## config.mk

```make
export PLATFORM = sky130hd
export DESIGN_NAME = alu_result_fifo_flat
export DESIGN_NICKNAME = d
export VERILOG_FILES = /design/src/rtl/alu_result_fifo_if.sv /design/src/rtl/alu_result_fifo.sv /design/src/flat_wrapper.sv
export SDC_FILE = /design/constraint.sdc
export NUM_CORES = 1
export LEC_CHECK = 0
export CORE_MARGIN = 4
export CORE_UTILIZATION = 46
export CTS_CLUSTER_SIZE = 12
export DETAILED_ROUTE_END_ITERATION = 8
export PLACE_DENSITY = 0.73
export SYNTH_ARGS = -nofsm -noshare
export SYNTH_HDL_FRONTEND = slang
export SYNTH_SLANG_ARGS = --single-unit
```

## constraint.sdc

```tcl
create_clock -name clk -period 2.1 [get_ports clk]
set_input_delay 0.63 -clock clk [delete_from_list [all_inputs] [get_ports clk]]
set_output_delay 0.63 -clock clk [all_outputs]
set_load 0.01 [all_outputs]
```

## src/rtl/alu_result_fifo_if.sv

```systemverilog
// Bus bundle between the ALU-facing producer, the result FIFO and its consumer.
// Handshakes (both sides): a transfer happens on a rising clk edge where
// valid and ready are both 1; valid never depends on ready combinationally.
interface alu_result_fifo_if #(
    parameter int WIDTH = 4,
    parameter int AW    = 2
);
    logic             in_valid;
    logic             in_ready;
    logic [WIDTH-1:0] in_r;
    logic             in_z;
    logic             in_c;
    logic             in_s;
    logic             out_valid;
    logic             out_ready;
    logic [WIDTH-1:0] out_r;
    logic             out_z;
    logic             out_c;
    logic             out_s;
    logic [AW:0]      count;
    logic             sticky_c;
    logic             sticky_s;
    logic             drop_err;
    logic             sticky_clr;

    // Producer/consumer/software side
    modport master (
        output in_valid, in_r, in_z, in_c, in_s, out_ready, sticky_clr,
        input  in_ready, out_valid, out_r, out_z, out_c, out_s,
               count, sticky_c, sticky_s, drop_err
    );

    // FIFO side
    modport slave (
        input  in_valid, in_r, in_z, in_c, in_s, out_ready, sticky_clr,
        output in_ready, out_valid, out_r, out_z, out_c, out_s,
               count, sticky_c, sticky_s, drop_err
    );
endinterface

```

## src/rtl/alu_result_fifo.sv

```systemverilog
// Capture FIFO for ALU results {s,c,z,r}, with sticky carry/sign/overrun status.
// Full/empty come from the occupancy counter only, so pointers may wrap freely.
module alu_result_fifo #(
    parameter int WIDTH = 4,
    parameter int DEPTH = 4,
    parameter int AW    = 2
) (
    input  logic              clk,
    input  logic              rst_n,
    alu_result_fifo_if.slave  bus
);
    localparam int          EW       = WIDTH + 3;
    localparam logic [AW:0] CNT_FULL = (AW + 1)'(DEPTH);

    logic [EW-1:0] mem_q [DEPTH];
    logic [AW-1:0] wr_ptr_q, wr_ptr_d;
    logic [AW-1:0] rd_ptr_q, rd_ptr_d;
    logic [AW:0]   count_q,  count_d;
    logic          sticky_c_q, sticky_c_d;
    logic          sticky_s_q, sticky_s_d;
    logic          drop_err_q, drop_err_d;

    logic          full;
    logic          empty;
    logic          push;
    logic          pop;
    logic [EW-1:0] wr_entry;
    logic [EW-1:0] head;

    assign full     = (count_q == CNT_FULL);
    assign empty    = (count_q == '0);
    assign push     = bus.in_valid && !full;
    assign pop      = bus.out_ready && !empty;
    assign wr_entry = {bus.in_s, bus.in_c, bus.in_z, bus.in_r};
    assign head     = mem_q[rd_ptr_q];

    // Next-state for pointers, occupancy and sticky status
    always_comb begin
        wr_ptr_d   = wr_ptr_q;
        rd_ptr_d   = rd_ptr_q;
        count_d    = count_q;
        sticky_c_d = sticky_c_q;
        sticky_s_d = sticky_s_q;
        drop_err_d = drop_err_q;

        if (push) begin
            wr_ptr_d = wr_ptr_q + AW'(1);
        end
        if (pop) begin
            rd_ptr_d = rd_ptr_q + AW'(1);
        end
        if (push && !pop) begin
            count_d = count_q + (AW + 1)'(1);
        end else if (pop && !push) begin
            count_d = count_q - (AW + 1)'(1);
        end

        // Clear first, then OR in new events so a same-cycle set survives
        if (bus.sticky_clr) begin
            sticky_c_d = 1'b0;
            sticky_s_d = 1'b0;
            drop_err_d = 1'b0;
        end
        if (push && bus.in_c) begin
            sticky_c_d = 1'b1;
        end
        if (push && bus.in_s) begin
            sticky_s_d = 1'b1;
        end
        if (bus.in_valid && full) begin
            drop_err_d = 1'b1;
        end
    end

    // Control/status registers; reset discards all stored entries
    always_ff @(posedge clk or negedge rst_n) begin
        if (!rst_n) begin
            wr_ptr_q   <= '0;
            rd_ptr_q   <= '0;
            count_q    <= '0;
            sticky_c_q <= 1'b0;
            sticky_s_q <= 1'b0;
            drop_err_q <= 1'b0;
        end else begin
            wr_ptr_q   <= wr_ptr_d;
            rd_ptr_q   <= rd_ptr_d;
            count_q    <= count_d;
            sticky_c_q <= sticky_c_d;
            sticky_s_q <= sticky_s_d;
            drop_err_q <= drop_err_d;
        end
    end

    // Entry storage; contents are don't-care until written
    always_ff @(posedge clk) begin
        if (push) begin
            mem_q[wr_ptr_q] <= wr_entry;
        end
    end

    // Outputs: head entry is visible only while non-empty, otherwise zeros
    always_comb begin
        bus.in_ready  = !full;
        bus.out_valid = !empty;
        bus.count     = count_q;
        bus.sticky_c  = sticky_c_q;
        bus.sticky_s  = sticky_s_q;
        bus.drop_err  = drop_err_q;
        bus.out_r     = '0;
        bus.out_z     = 1'b0;
        bus.out_c     = 1'b0;
        bus.out_s     = 1'b0;
        if (!empty) begin
            bus.out_r = head[WIDTH-1:0];
            bus.out_z = head[WIDTH];
            bus.out_c = head[WIDTH+1];
            bus.out_s = head[WIDTH+2];
        end
    end
endmodule

```

## src/flat_wrapper.sv

```systemverilog
// flat-port wrapper written by rule: the top's interface ports become plain ports
module alu_result_fifo_flat 
#(
    parameter int WIDTH = 4,
    parameter int DEPTH = 4,
    parameter int AW    = 2
)
  (clk, rst_n, bus_in_valid, bus_in_r, bus_in_z, bus_in_c, bus_in_s, bus_out_ready, bus_sticky_clr, bus_in_ready, bus_out_valid, bus_out_r, bus_out_z, bus_out_c, bus_out_s, bus_count, bus_sticky_c, bus_sticky_s, bus_drop_err);
  alu_result_fifo_if #(.WIDTH(WIDTH), .AW(AW)) bus_i ();
  input  logic clk;
  input  logic rst_n;
  input wire logic [$bits(bus_i.in_valid)-1:0] bus_in_valid;
  input wire logic [$bits(bus_i.in_r)-1:0] bus_in_r;
  input wire logic [$bits(bus_i.in_z)-1:0] bus_in_z;
  input wire logic [$bits(bus_i.in_c)-1:0] bus_in_c;
  input wire logic [$bits(bus_i.in_s)-1:0] bus_in_s;
  input wire logic [$bits(bus_i.out_ready)-1:0] bus_out_ready;
  input wire logic [$bits(bus_i.sticky_clr)-1:0] bus_sticky_clr;
  output wire logic [$bits(bus_i.in_ready)-1:0] bus_in_ready;
  output wire logic [$bits(bus_i.out_valid)-1:0] bus_out_valid;
  output wire logic [$bits(bus_i.out_r)-1:0] bus_out_r;
  output wire logic [$bits(bus_i.out_z)-1:0] bus_out_z;
  output wire logic [$bits(bus_i.out_c)-1:0] bus_out_c;
  output wire logic [$bits(bus_i.out_s)-1:0] bus_out_s;
  output wire logic [$bits(bus_i.count)-1:0] bus_count;
  output wire logic [$bits(bus_i.sticky_c)-1:0] bus_sticky_c;
  output wire logic [$bits(bus_i.sticky_s)-1:0] bus_sticky_s;
  output wire logic [$bits(bus_i.drop_err)-1:0] bus_drop_err;
  assign bus_i.in_valid = bus_in_valid;
  assign bus_i.in_r = bus_in_r;
  assign bus_i.in_z = bus_in_z;
  assign bus_i.in_c = bus_in_c;
  assign bus_i.in_s = bus_in_s;
  assign bus_i.out_ready = bus_out_ready;
  assign bus_i.sticky_clr = bus_sticky_clr;
  assign bus_in_ready = bus_i.in_ready;
  assign bus_out_valid = bus_i.out_valid;
  assign bus_out_r = bus_i.out_r;
  assign bus_out_z = bus_i.out_z;
  assign bus_out_c = bus_i.out_c;
  assign bus_out_s = bus_i.out_s;
  assign bus_count = bus_i.count;
  assign bus_sticky_c = bus_i.sticky_c;
  assign bus_sticky_s = bus_i.sticky_s;
  assign bus_drop_err = bus_i.drop_err;
  alu_result_fifo #(.WIDTH(WIDTH), .DEPTH(DEPTH), .AW(AW)) u_core (.clk(clk), .rst_n(rst_n), .bus(bus_i));
endmodule
```

Word level (Yosys, flattened, before mapping)

Memories as Yosys holds them, arrays and structs flattened.
Cells that the tools add are included.

Register bits after elaboration: 10
Memories kept: 1
Bits in writable memories: 28

Memories:

| name         | depth | bits a word | rd ports | clocked after memory_dff | wr ports | line                  | RTL |
|---|---|---|---|---|---|---|---|
| u_core.mem_q | 4     | 7           | 1        | 0                        | 1        | alu_result_fifo.sv:15 | `logic [EW-1:0] mem_q [DEPTH];` |

Reduce and logical (&&, ||, !) cells: 16
Muxes and demuxes: 12
Add/sub/neg operators: 4
Equality and inequality tests: 1

Operators by type and width:

| operator                                                            | number |
|---|---|
| 1-bit 2-to-1 mux                                                    | 9 |
| 2-bit nonzero test                                                  | 4 |
| 1-bit logical AND                                                   | 7 |
| 3-bit 2-to-1 mux                                                    | 2 |
| 2-bit by 1-bit adder with 2-bit output (second input constant)      | 2 |
| 1-bit logical NOT                                                   | 4 |
| 4-bit 2-to-1 mux                                                    | 1 |
| 3-bit by 1-bit adder with 3-bit output (second input constant)      | 1 |
| 3-bit equality test (second input constant)                         | 1 |
| 3-bit logical NOT                                                   | 1 |
| 3-bit by 1-bit subtractor with 3-bit output (second input constant) | 1 |

Depth between registers and ports, before layout

Gate-level depths: netlist (run 1).

Depth in word-level cells: 7
Mapped depth: 9
Mapped depth without buffers: 8

Least setup slack after synthesis (run 1)

No wires, ideal clock.

Path kind: register to register
Start point: register u_core.count_q[0] (netlist: u_core.bus.count[0])
End point: register u_core.count_q[2] (netlist: u_core.bus.count[2])
Slack: -0.008 ns
Stages on the path, launching flop included: 10
Data arrival time: 2.029 ns
Required time: 2.021 ns
Cells stage by stage: dfrtp_1 -> or3_1 -> buf_2 -> nand2_2 -> ha_1 -> inv_1 -> fa_1 -> xor2_1 -> nor2_1 -> xor2_1

Longest elaborated chain between the ends: 6

Ends and longest elaborated chain:

| item                                                   | line                  | RTL |
|---|---|---|
| start: declaration                                     | alu_result_fifo.sv:18 | `logic [AW:0] count_q, count_d;` |
| start signal: assignment                               | alu_result_fifo.sv:87 | `count_q <= count_d;` |
| 3-bit logical NOT *                                    | alu_result_fifo.sv:31 | `assign empty = (count_q == '0);` |
| 1-bit logical NOT *                                    | --                    |  |
| named net bus_out_valid                                | flat_wrapper.sv:20    | `output wire logic [$bits(bus_i.out_valid)-1:0] bus_out_valid;` |
| 1-bit logical AND *                                    | alu_result_fifo.sv:33 | `assign pop = bus.out_ready && !empty;` |
| 1-bit logical NOT                                      | alu_result_fifo.sv:52 | `if (push && !pop) begin` |
| 1-bit logical AND                                      | alu_result_fifo.sv:52 |  |
| 3-bit 2-to-1 mux or 2-bit nonzero test (tied branches) | --                    |  |

The timed path passes the listed nets; every way through them passes the cells marked *. The select of a mux whose other input is x is not followed.
A chain may end at the register's enable or synchronous reset.

Final worst setup path (run 1)

Start point: register u_core.rd_ptr_q[0]
End point: output port bus_out_r[0]

Longest elaborated chain between the ends: 2

Ends and longest elaborated chain:

| item                     | line                   | RTL |
|---|---|---|
| start: declaration       | alu_result_fifo.sv:17  | `logic [AW-1:0] rd_ptr_q, rd_ptr_d;` |
| start signal: assignment | alu_result_fifo.sv:86  | `rd_ptr_q <= rd_ptr_d;` |
| memory 4 x 7 bit         | --                     |  |
| 4-bit 2-to-1 mux         | alu_result_fifo.sv:113 | `if (!empty) begin` |
| end: declaration         | flat_wrapper.sv:21     | `output wire logic [$bits(bus_i.out_r)-1:0] bus_out_r;` |

No other way between the ends.

==> impl_summary.txt, run 1 <==
----------------------------------------------------
[Synthesis]
  Cell count after synthesis ... between 80 and 90
  Number of synthesized register bits ... 38
  Commonest cells in the netlist ... sky130_fd_sc_hd__edfxtp_1 (28), sky130_fd_sc_hd__and2_1 (11), sky130_fd_sc_hd__dfrtp_1 (10)
  Dominant combinational cell family by area after synthesis ... multiplexers
  Top cell type by total area after synthesis ... sky130_fd_sc_hd__edfxtp_1
  Post-synthesis async set-or-reset flop share ... roughly a quarter
  Post-synthesis share of cell area spent on xor and xnor gates ... under 10%
  Fraction of post-synthesis cell area in the top cell type by area ... between 50 and 60%
  Synthesized area divided by synthesized cell count ... 18.1 sq um
  Number of enable flip-flop cells after synthesis ... 28
  Netlist area before placement ... about 1600 sq um
  Most used flip-flop cell after synthesis ... sky130_fd_sc_hd__edfxtp_1
  Number of distinct standard cells referenced by the synthesized netlist ... 21
  Leading post-synthesis cells by cell area ... sky130_fd_sc_hd__edfxtp_1 (53%), sky130_fd_sc_hd__dfrtp_1 (16%), sky130_fd_sc_hd__mux4_2 (9.9%)
  Adder-Cell Fraction of Synth Area ... 5.17%
  Most numerous cell in the Yosys netlist ... sky130_fd_sc_hd__edfxtp_1
  Sequential cell area fraction in the yosys report ... ~68%
  Share of synthesized cell area in and, or, nand and nor gates ... a little under 7%
  YS warnings ... 0
  Portion of netlist area occupied by mux cells ... a little under an eighth
  Area fraction in compound gates after synthesis ... 1.65%
  Synth Net Count ... about 110

[Die]
  # rows ... 21
  # IOs ... 27
  Die Y-Extent ... about 67 um
  X dimension of the die ... between 60 and 70 um
  Overall die area ... about 4500 sq um
  Effective utilization at floorplan ... between 40% and 50%
  Core Area ... 3340 sq um

[Routing]
  Routed Wire Length ... about 2.7 mm
  Remaining DRCs ... 0
  Average detailed-routed wire length per instance ... ~15 um
  Number of design-rule violations left by the first detailed-router iteration ... 41
  Vias per std cell ... around 4.8
  Number of optimization iterations in the first detailed-route pass ... 4
  Number of nets still failing antenna checks after routing ... 0
  Total vias in the final route ... 892

[Timing]
  Final worst-path cycle share ... 108%
  Final count of hold timing violations ... 0
  Worst hold-check slack ... roughly 0.53 ns
  Slew at the pin closest to its max-slew limit ... about 0.47 ns
  Number of failing setup endpoints in the final timing report ... 7
  Setup ws final ... -0.170 ns
  Tightest slew margin relative to the limit ... approximately 68%
  Unrepaired setup endpoints after global routing ... true
  Final Skew ... between 0.005 and 0.006 ns
  Maximum clock rate ... between 400 and 500 MHz
  Number of pins exceeding their max-slew limit in the final report ... 0
  Time the worst path needs with I/O delays and setup ... 2.27 ns

[Place]
  Port Buf Inserts ... 26
  Sum of net half-perimeters after detailed placement ... around 2.0 mm
  RePlAce Congestion ... 0.707
  Number of placed instances, taps included ... roughly 170
  Cell area reported after detailed placement ... around 2000 sq um

[Layout]
  Filler Cells Inserted ... 263
  Final Instance Count excl. Fillers ... 184
  Area of all placed cells without fillers ... approximately 2100 sq um
  Number of nets in the layout ... about 160
  Number of antenna cells inserted ... 0
  Synthesis-to-layout area growth ... 34.4%
  Share of final-layout standard cells stronger than drive strength 1 ... 42.0%

[Global route]
  Antenna violations before repair ... 0
  First-pass GRT wire length ... between 4 and 5 mm
  Number of global-route vias before repair ... just over 900
  Overflow left after global routing ... 0
  Total GRT Usage ... 13.6%
  Pin count of the biggest net entering global routing ... 12

[Clock tree]
  Clock latency at the later pin of the worst-skew pair ... between 0.3 and 0.4 ns
  TritonCTS buffer count ... 5
  Number of sinks driven by the clock tree ... 38
  Clock root buffer ... sky130_fd_sc_hd__clkbuf_4
  H-tree levels ... 2
  Worst-case clock buffer depth ... 2
  Worst-path clk slew ... approximately 0.10 ns
  Clock tree from TritonCTS ... yes

[Setup path]
  Register-to-register setup slack ... about 0.10 ns
  Endpoint of the worst setup timing path ... bus_out_r[0]
  Worst reg2reg endpoint ... u_core.bus.count[1]
  Reg2reg start ... u_core.bus.count[0]
  Maximum fanout encountered on the critical timing path ... 5
  Type of the worst setup path ... reg2out
  Data arrival time of the worst path ... 1.64 ns
  Length in cells of the worst reg-to-reg path ... 8
  Launching element type of the critical path ... flip-flop
  Startpoint of the worst setup timing path ... u_core.rd_ptr_q[0]
  Crit end category ... primary output
  Required time of the worst setup path ... roughly 1.5 ns

[Pwr]
  Pleak ... between 0.8 and 0.9 nW
  Cell area power density ... roughly 1400 nW/um^2
  Max rail drop VDD ... between 0.0005 and 0.0006 V
  Overall Power ... 2.99 mW

[Status]
  Failing checks ... setup timing
  Outcome ... complete, but fails checks

[Worst hold path]
  Worst min-delay path category ... reg2reg
  Worst Min Path Start ... u_core.bus.drop_err

[Flow run]
  Max-Cap Viols ... 0

----------------------------------------------------
cell type report:
class / instances / area, sq um / area share, %
Clock buffer: 7 / 55.1 / 2.57
Multi-Input combinational cell: 42 / 504 / 23.5
Clock inverter: 1 / 5.00 / 0.233
Tap cell: 46 / 57.6 / 2.68
Inverter: 5 / 18.8 / 0.875
Sequential cell: 38 / 1090 / 50.9
Timing Repair Buffer: 45 / 413 / 19.2
critical path: stages (launching register included):
cell                      delay [ns]
sky130_fd_sc_hd__dfrtp_1        0.39
sky130_fd_sc_hd__buf_6          0.15
sky130_fd_sc_hd__mux4_2         0.51
sky130_fd_sc_hd__and2_4         0.15
sky130_fd_sc_hd__buf_6          0.11
worst min path at each step:
stage / endpoint / slack (ns) / cells past startpoint
after global routing: u_core.bus.sticky_s / 0.56 / 1
final: u_core.bus.drop_err / 0.53 / 1
after global placement: u_core.bus.drop_err / 0.50 / 1
after CTS: u_core.bus.drop_err / 0.53 / 1
after floorplan: u_core.bus.count[0] / 0.33 / 0
after detailed placement: u_core.bus.drop_err / 0.50 / 1
what timing repair did:
| item | CTS | global route |
|---|---|---|
| cloned | 0 | 1 |
| hold endpoints to repair | 0 | 0 |
| pin swaps | 7 | 4 |
| buffers inserted | 2 | 1 |
| hold buffers | 0 | 0 |
| resized for setup | 39 | 19 |
| endpoints found under the setup margin | 11 | 11 |
layer usage:
metal | part of all wire [%] | wire (um) | track usage [%] | up-vias
met5 | 0 | 0 | 0 | -
met2 | 51 | 1360 | 20.4 | 15
met3 | 3.5 | 95 | 4.22 | 6
met4 | 1.8 | 48 | 6.84 | 0
met1 | 44 | 1180 | 17.7 | 449
li1 | - | - | - | 422
power breakdown:
part / internal [mW] / leakage [nW] / switching, mW
combinational: 0.922 / 0.443 / 0.568
sequential: 1.02 / 0.375 / 0.114
clock: 0.162 / 0.0353 / 0.210
total: 2.10 / 0.854 / 0.892
per-stage QoR:
stage          TNS, ns  utilization (%)  setup WS, ns
3_3_place_gp     -1.53             60.0        -0.266
3_5_place_dp     -1.74             60.0        -0.322
2_1_floorplan        0                -        0.0153
4_1_cts          -1.26             62.3        -0.213
5_1_grt          -1.50             64.3        -0.230
6_report         -1.05             64.3        -0.170
flip-flops by register name (all words and copies together) (netlist names):
name	flops
u_core.bus.count	3
u_core.wr_ptr_q	2
u_core.bus.sticky_s	1
u_core.rd_ptr_q	2
u_core.bus.drop_err	1
u_core.mem_q	28
u_core.bus.sticky_c	1
kinds of logic after synthesis:
family | after synthesis
adder cells (fa/ha/maj) | 6
XOR/XNOR | 6
multiplexers | 9
flip-flops | 38
AO/OA/AOI/OAI | 3
buffers and inverters | 9
AND/OR/NAND/NOR | 17
placed cells by master (no fill, tap or decap), types with 3 or more instances in the layout:
master                             n
sky130_fd_sc_hd__and2_1            5
sky130_fd_sc_hd__edfxtp_1         28
sky130_fd_sc_hd__buf_6            10
sky130_fd_sc_hd__clkdlybuf4s50_1  16
sky130_fd_sc_hd__a22o_1            3
sky130_fd_sc_hd__ha_1              4
sky130_fd_sc_hd__clkbuf_4          5
sky130_fd_sc_hd__inv_1             5
sky130_fd_sc_hd__xnor2_1           4
sky130_fd_sc_hd__dfrtp_1           9
sky130_fd_sc_hd__mux4_2            7
sky130_fd_sc_hd__buf_4            15
sky130_fd_sc_hd__and2_4            6
No activity file was read; power rests on OpenSTA's default activity.
==> inputs of run 2 (changes only) <==
--- a/config.mk
+++ b/config.mk
@@ -5,6 +5,7 @@
 export SDC_FILE = /design/constraint.sdc
 export NUM_CORES = 1
 export LEC_CHECK = 0
+export CAP_MARGIN = 20
 export CORE_MARGIN = 4
 export CORE_UTILIZATION = 46
 export CTS_CLUSTER_SIZE = 12
==> results of run 2 <==
No change in the layout: final DEF, timing and power equal those of run 1.
==> inputs of run 3 (changes only) <==
--- a/config.mk
+++ b/config.mk
@@ -11,6 +11,8 @@
 export CTS_CLUSTER_SIZE = 12
 export DETAILED_ROUTE_END_ITERATION = 8
 export PLACE_DENSITY = 0.73
+export SETUP_SLACK_MARGIN = 0.3
+export SLEW_MARGIN = 10
 export SYNTH_ARGS = -nofsm -noshare
 export SYNTH_HDL_FRONTEND = slang
 export SYNTH_SLANG_ARGS = --single-unit
==> impl_summary.txt, run 3 (synthesized netlist as in run 1, its figures left out) <==
----------------------------------------------------
[Setup path]
  Kind of cell adding the most delay to the critical path ... multiplexers
  Length in cells of the worst reg-to-reg path ... 9 (+1)
  Crit end category ... primary output
  Register-to-register setup slack ... 0.03 ns (-0.07 ns)
  Worst reg2reg endpoint ... u_core.bus.count[2]
  Launching element type of the critical path ... flip-flop
  Reg2reg start ... u_core.bus.count[2]
  Type of the worst setup path ... reg2out
  Cell with the most instances on the worst path ... sky130_fd_sc_hd__buf_6
  CP max stage cell ... sky130_fd_sc_hd__mux4_2
  CP peak stage delay ... 0.50 ns (about the same)
  Required time of the worst setup path ... 1.47 ns (about the same)
  Data arrival time of the worst path ... 1.66 ns (+0.02 ns)
  Startpoint of the worst setup timing path ... u_core.rd_ptr_q[0]
  Maximum fanout encountered on the critical timing path ... 4 (-1)
  Worst-path cell chain ... buf_6, mux4_2, and2_4, buf_6
  Buffering stage count on the worst path with inverters included ... 2 (unchanged)

[Routing]
  Number of nets still failing antenna checks after routing ... 0 (unchanged)
  Routed Wire Length ... 3.23 mm (+20%)
  Average detailed-routed wire length per instance ... 16.5 um (+13%)
  Number of optimization iterations in the first detailed-route pass ... 3 (-1)
  Total vias in the final route ... 944 (+5.8%)
  Number of design-rule violations left by the first detailed-router iteration ... 52 (+27%)
  Remaining DRCs ... 0 (unchanged)
  Vias per std cell ... 4.82 (-0.65%)

[Die]
  Overall die area ... 4480 sq um (unchanged)
  Die Y-Extent ... 66.9 um (unchanged)
  # IOs ... 27 (unchanged)
  Effective utilization at floorplan ... 47.8% (unchanged)
  Core Area ... 3340 sq um (unchanged)
  X dimension of the die ... 66.9 um (unchanged)
  # rows ... 21 (unchanged)

[Place]
  RePlAce Congestion ... 0.673 (-4.9%)
  Port Buf Inserts ... 26 (unchanged)
  Number of placed instances, taps included ... 175 (+1.7%)
  Cell area reported after detailed placement ... 2050 sq um (+2.3%)
  Sum of net half-perimeters after detailed placement ... 2.17 mm (+7.6%)

[Timing]
  Number of pins exceeding their max-slew limit in the final report ... 0 (unchanged)
  Maximum clock rate ... 438 MHz (-0.70%)
  Unrepaired setup endpoints after global routing ... true
  Final-layout setup total negative slack ... -1.06 ns (-0.0168 ns)
  Time the worst path needs with I/O delays and setup ... 2.29 ns (+0.0160 ns)
  Final worst-path cycle share ... 109% (+0.76 points)
  Number of failing setup endpoints in the final timing report ... 7 (unchanged)
  Final Skew ... 0.0117 ns (+0.00663 ns)
  Slew at the pin closest to its max-slew limit ... 0.500 ns (+0.0265 ns)
  Final count of hold timing violations ... 0 (unchanged)
  Tightest slew margin relative to the limit ... 66.6% (-1.8 points)
  Setup ws final ... -0.186 ns (-0.0160 ns)

[Global route]
  Pin count of the biggest net entering global routing ... 13 (+1)
  Number of global-route vias before repair ... 983 (+7.5%)
  Antenna violations before repair ... 0 (unchanged)
  Total GRT Usage ... 15.3% (+1.7 points)
  First-pass GRT wire length ... 4.69 mm (+8.8%)
  Overflow left after global routing ... 0 (unchanged)

[Clock tree]
  Worst-path clk slew ... 0.10 ns (about the same)
  Clock tree from TritonCTS ... yes
  Clock latency at the later pin of the worst-skew pair ... 0.34 ns (about the same)
  Clock root buffer ... sky130_fd_sc_hd__clkbuf_4
  Number of sinks driven by the clock tree ... 38 (unchanged)
  Worst-case clock buffer depth ... 2 (unchanged)
  TritonCTS buffer count ... 5 (unchanged)
  H-tree levels ... 2 (unchanged)

[Layout]
  Final Instance Count excl. Fillers ... 196 (+6.5%)
  Most common cell after layout, fill and taps aside ... sky130_fd_sc_hd__buf_6
  Number of antenna cells inserted ... 0 (unchanged)
  Area of all placed cells without fillers ... 2340 sq um (+9.3%)
  Register with the most flip-flops ... u_core.mem_q
  Share of final-layout standard cells stronger than drive strength 1 ... 52.7% (+11 points)
  Commonest cells after routing, fill and taps aside ... sky130_fd_sc_hd__buf_6 (31), sky130_fd_sc_hd__edfxtp_1 (28), sky130_fd_sc_hd__clkdlybuf4s50_1 (11)
  Utilization after layout ... 70.3% (+6.0 points)
  Flip-flop count of the largest register, all copies and words added ... 28 (unchanged)
  Number of nets in the layout ... 167 (+7.7%)
  Synthesis-to-layout area growth ... 46.9%

[Worst hold path]
  Worst Hold Endpoint ... u_core.bus.sticky_s
  Number of instances on the worst hold path ... 1 (unchanged)
  Worst Min Path Start ... u_core.bus.sticky_s
  Worst min-delay path category ... reg2reg

[Flow run]
  Max-Cap Viols ... 0 (unchanged)

[Pwr]
  Cell area power density ... 1470 nW/um^2 (+5.3%)
  Max rail drop VDD ... 0.000640 V (+12%)
  Pleak ... 0.956 nW (+12%)

[Status]
  Failing checks ... setup timing
  Outcome ... complete, but fails checks

----------------------------------------------------
run 3: cell count changes in the layout (fill, tap and decap cells not counted), moves of 2 or more:
cell | before | now
sky130_fd_sc_hd__buf_6 | 10 | 31
sky130_fd_sc_hd__buf_4 | 15 | 10
sky130_fd_sc_hd__clkdlybuf4s50_1 | 16 | 11
sky130_fd_sc_hd__and2_1 | 5 | 1
sky130_fd_sc_hd__and2_4 | 6 | 10
sky130_fd_sc_hd__dlygate4sd2_1 | 0 | 3
sky130_fd_sc_hd__clkbuf_2 | 2 | 0
run 3: layer usage:
metal / wire length [um] / vias up / GRT usage [%]
met5: 0 / - / 0
met4: 68 / 0 / 9.11
met3: 111 / 5 / 4.22
met2: 1820 / 13 / 26.2
met1: 1230 / 479 / 16.7
li1: - / 447 / -
run 3: power by group:
part | switching [mW] | internal [mW]
combinational | 0.665 | 1.16
sequential | 0.124 | 1.02
clock | 0.232 | 0.247
run 3: worst max path at each step:
stage	end	slack (ns)	depth (start not counted)
final	bus_out_r[2]	-0.19	4
after global routing	bus_out_r[2]	-0.24	4
after CTS	bus_out_r[3]	-0.19	4
after detailed placement	u_core.bus.count[2]	-0.30	8
after global placement	u_core.bus.count[2]	-0.24	8
after floorplan	u_core.bus.count[2]	0.1	9
run 3: layout make-up:
type | count | area [sq um]
clock inverter | 3 | 40.0
tap | 46 | 57.6
timing repair buffer | 57 | 571
clock buffer | 5 | 37.5
inverter | 5 | 18.8
sequential | 38 | 1090
fill | 225 | 992
multi-input combinational | 42 | 528
run 3: through the flow:
| stage | power, mW | setup slack, ns | hold slack, ns |
|---|---|---|---|
| floorplan | 1.89 | 0.0968 | 0.334 |
| global placement | 2.48 | -0.241 | 0.496 |
| detailed placement | 2.55 | -0.301 | 0.502 |
| CTS | 3.08 | -0.191 | 0.528 |
| global route | 3.63 | -0.238 | 0.554 |
| finish | 3.44 | -0.186 | 0.523 |
run 3: repair_timing:
action	CTS	global route
hold buffers	0	0
setup endpoints to repair	29	42
buffers inserted	3	9
gates cloned	0	1
pin swaps	8	11
gates resized for setup	65	31
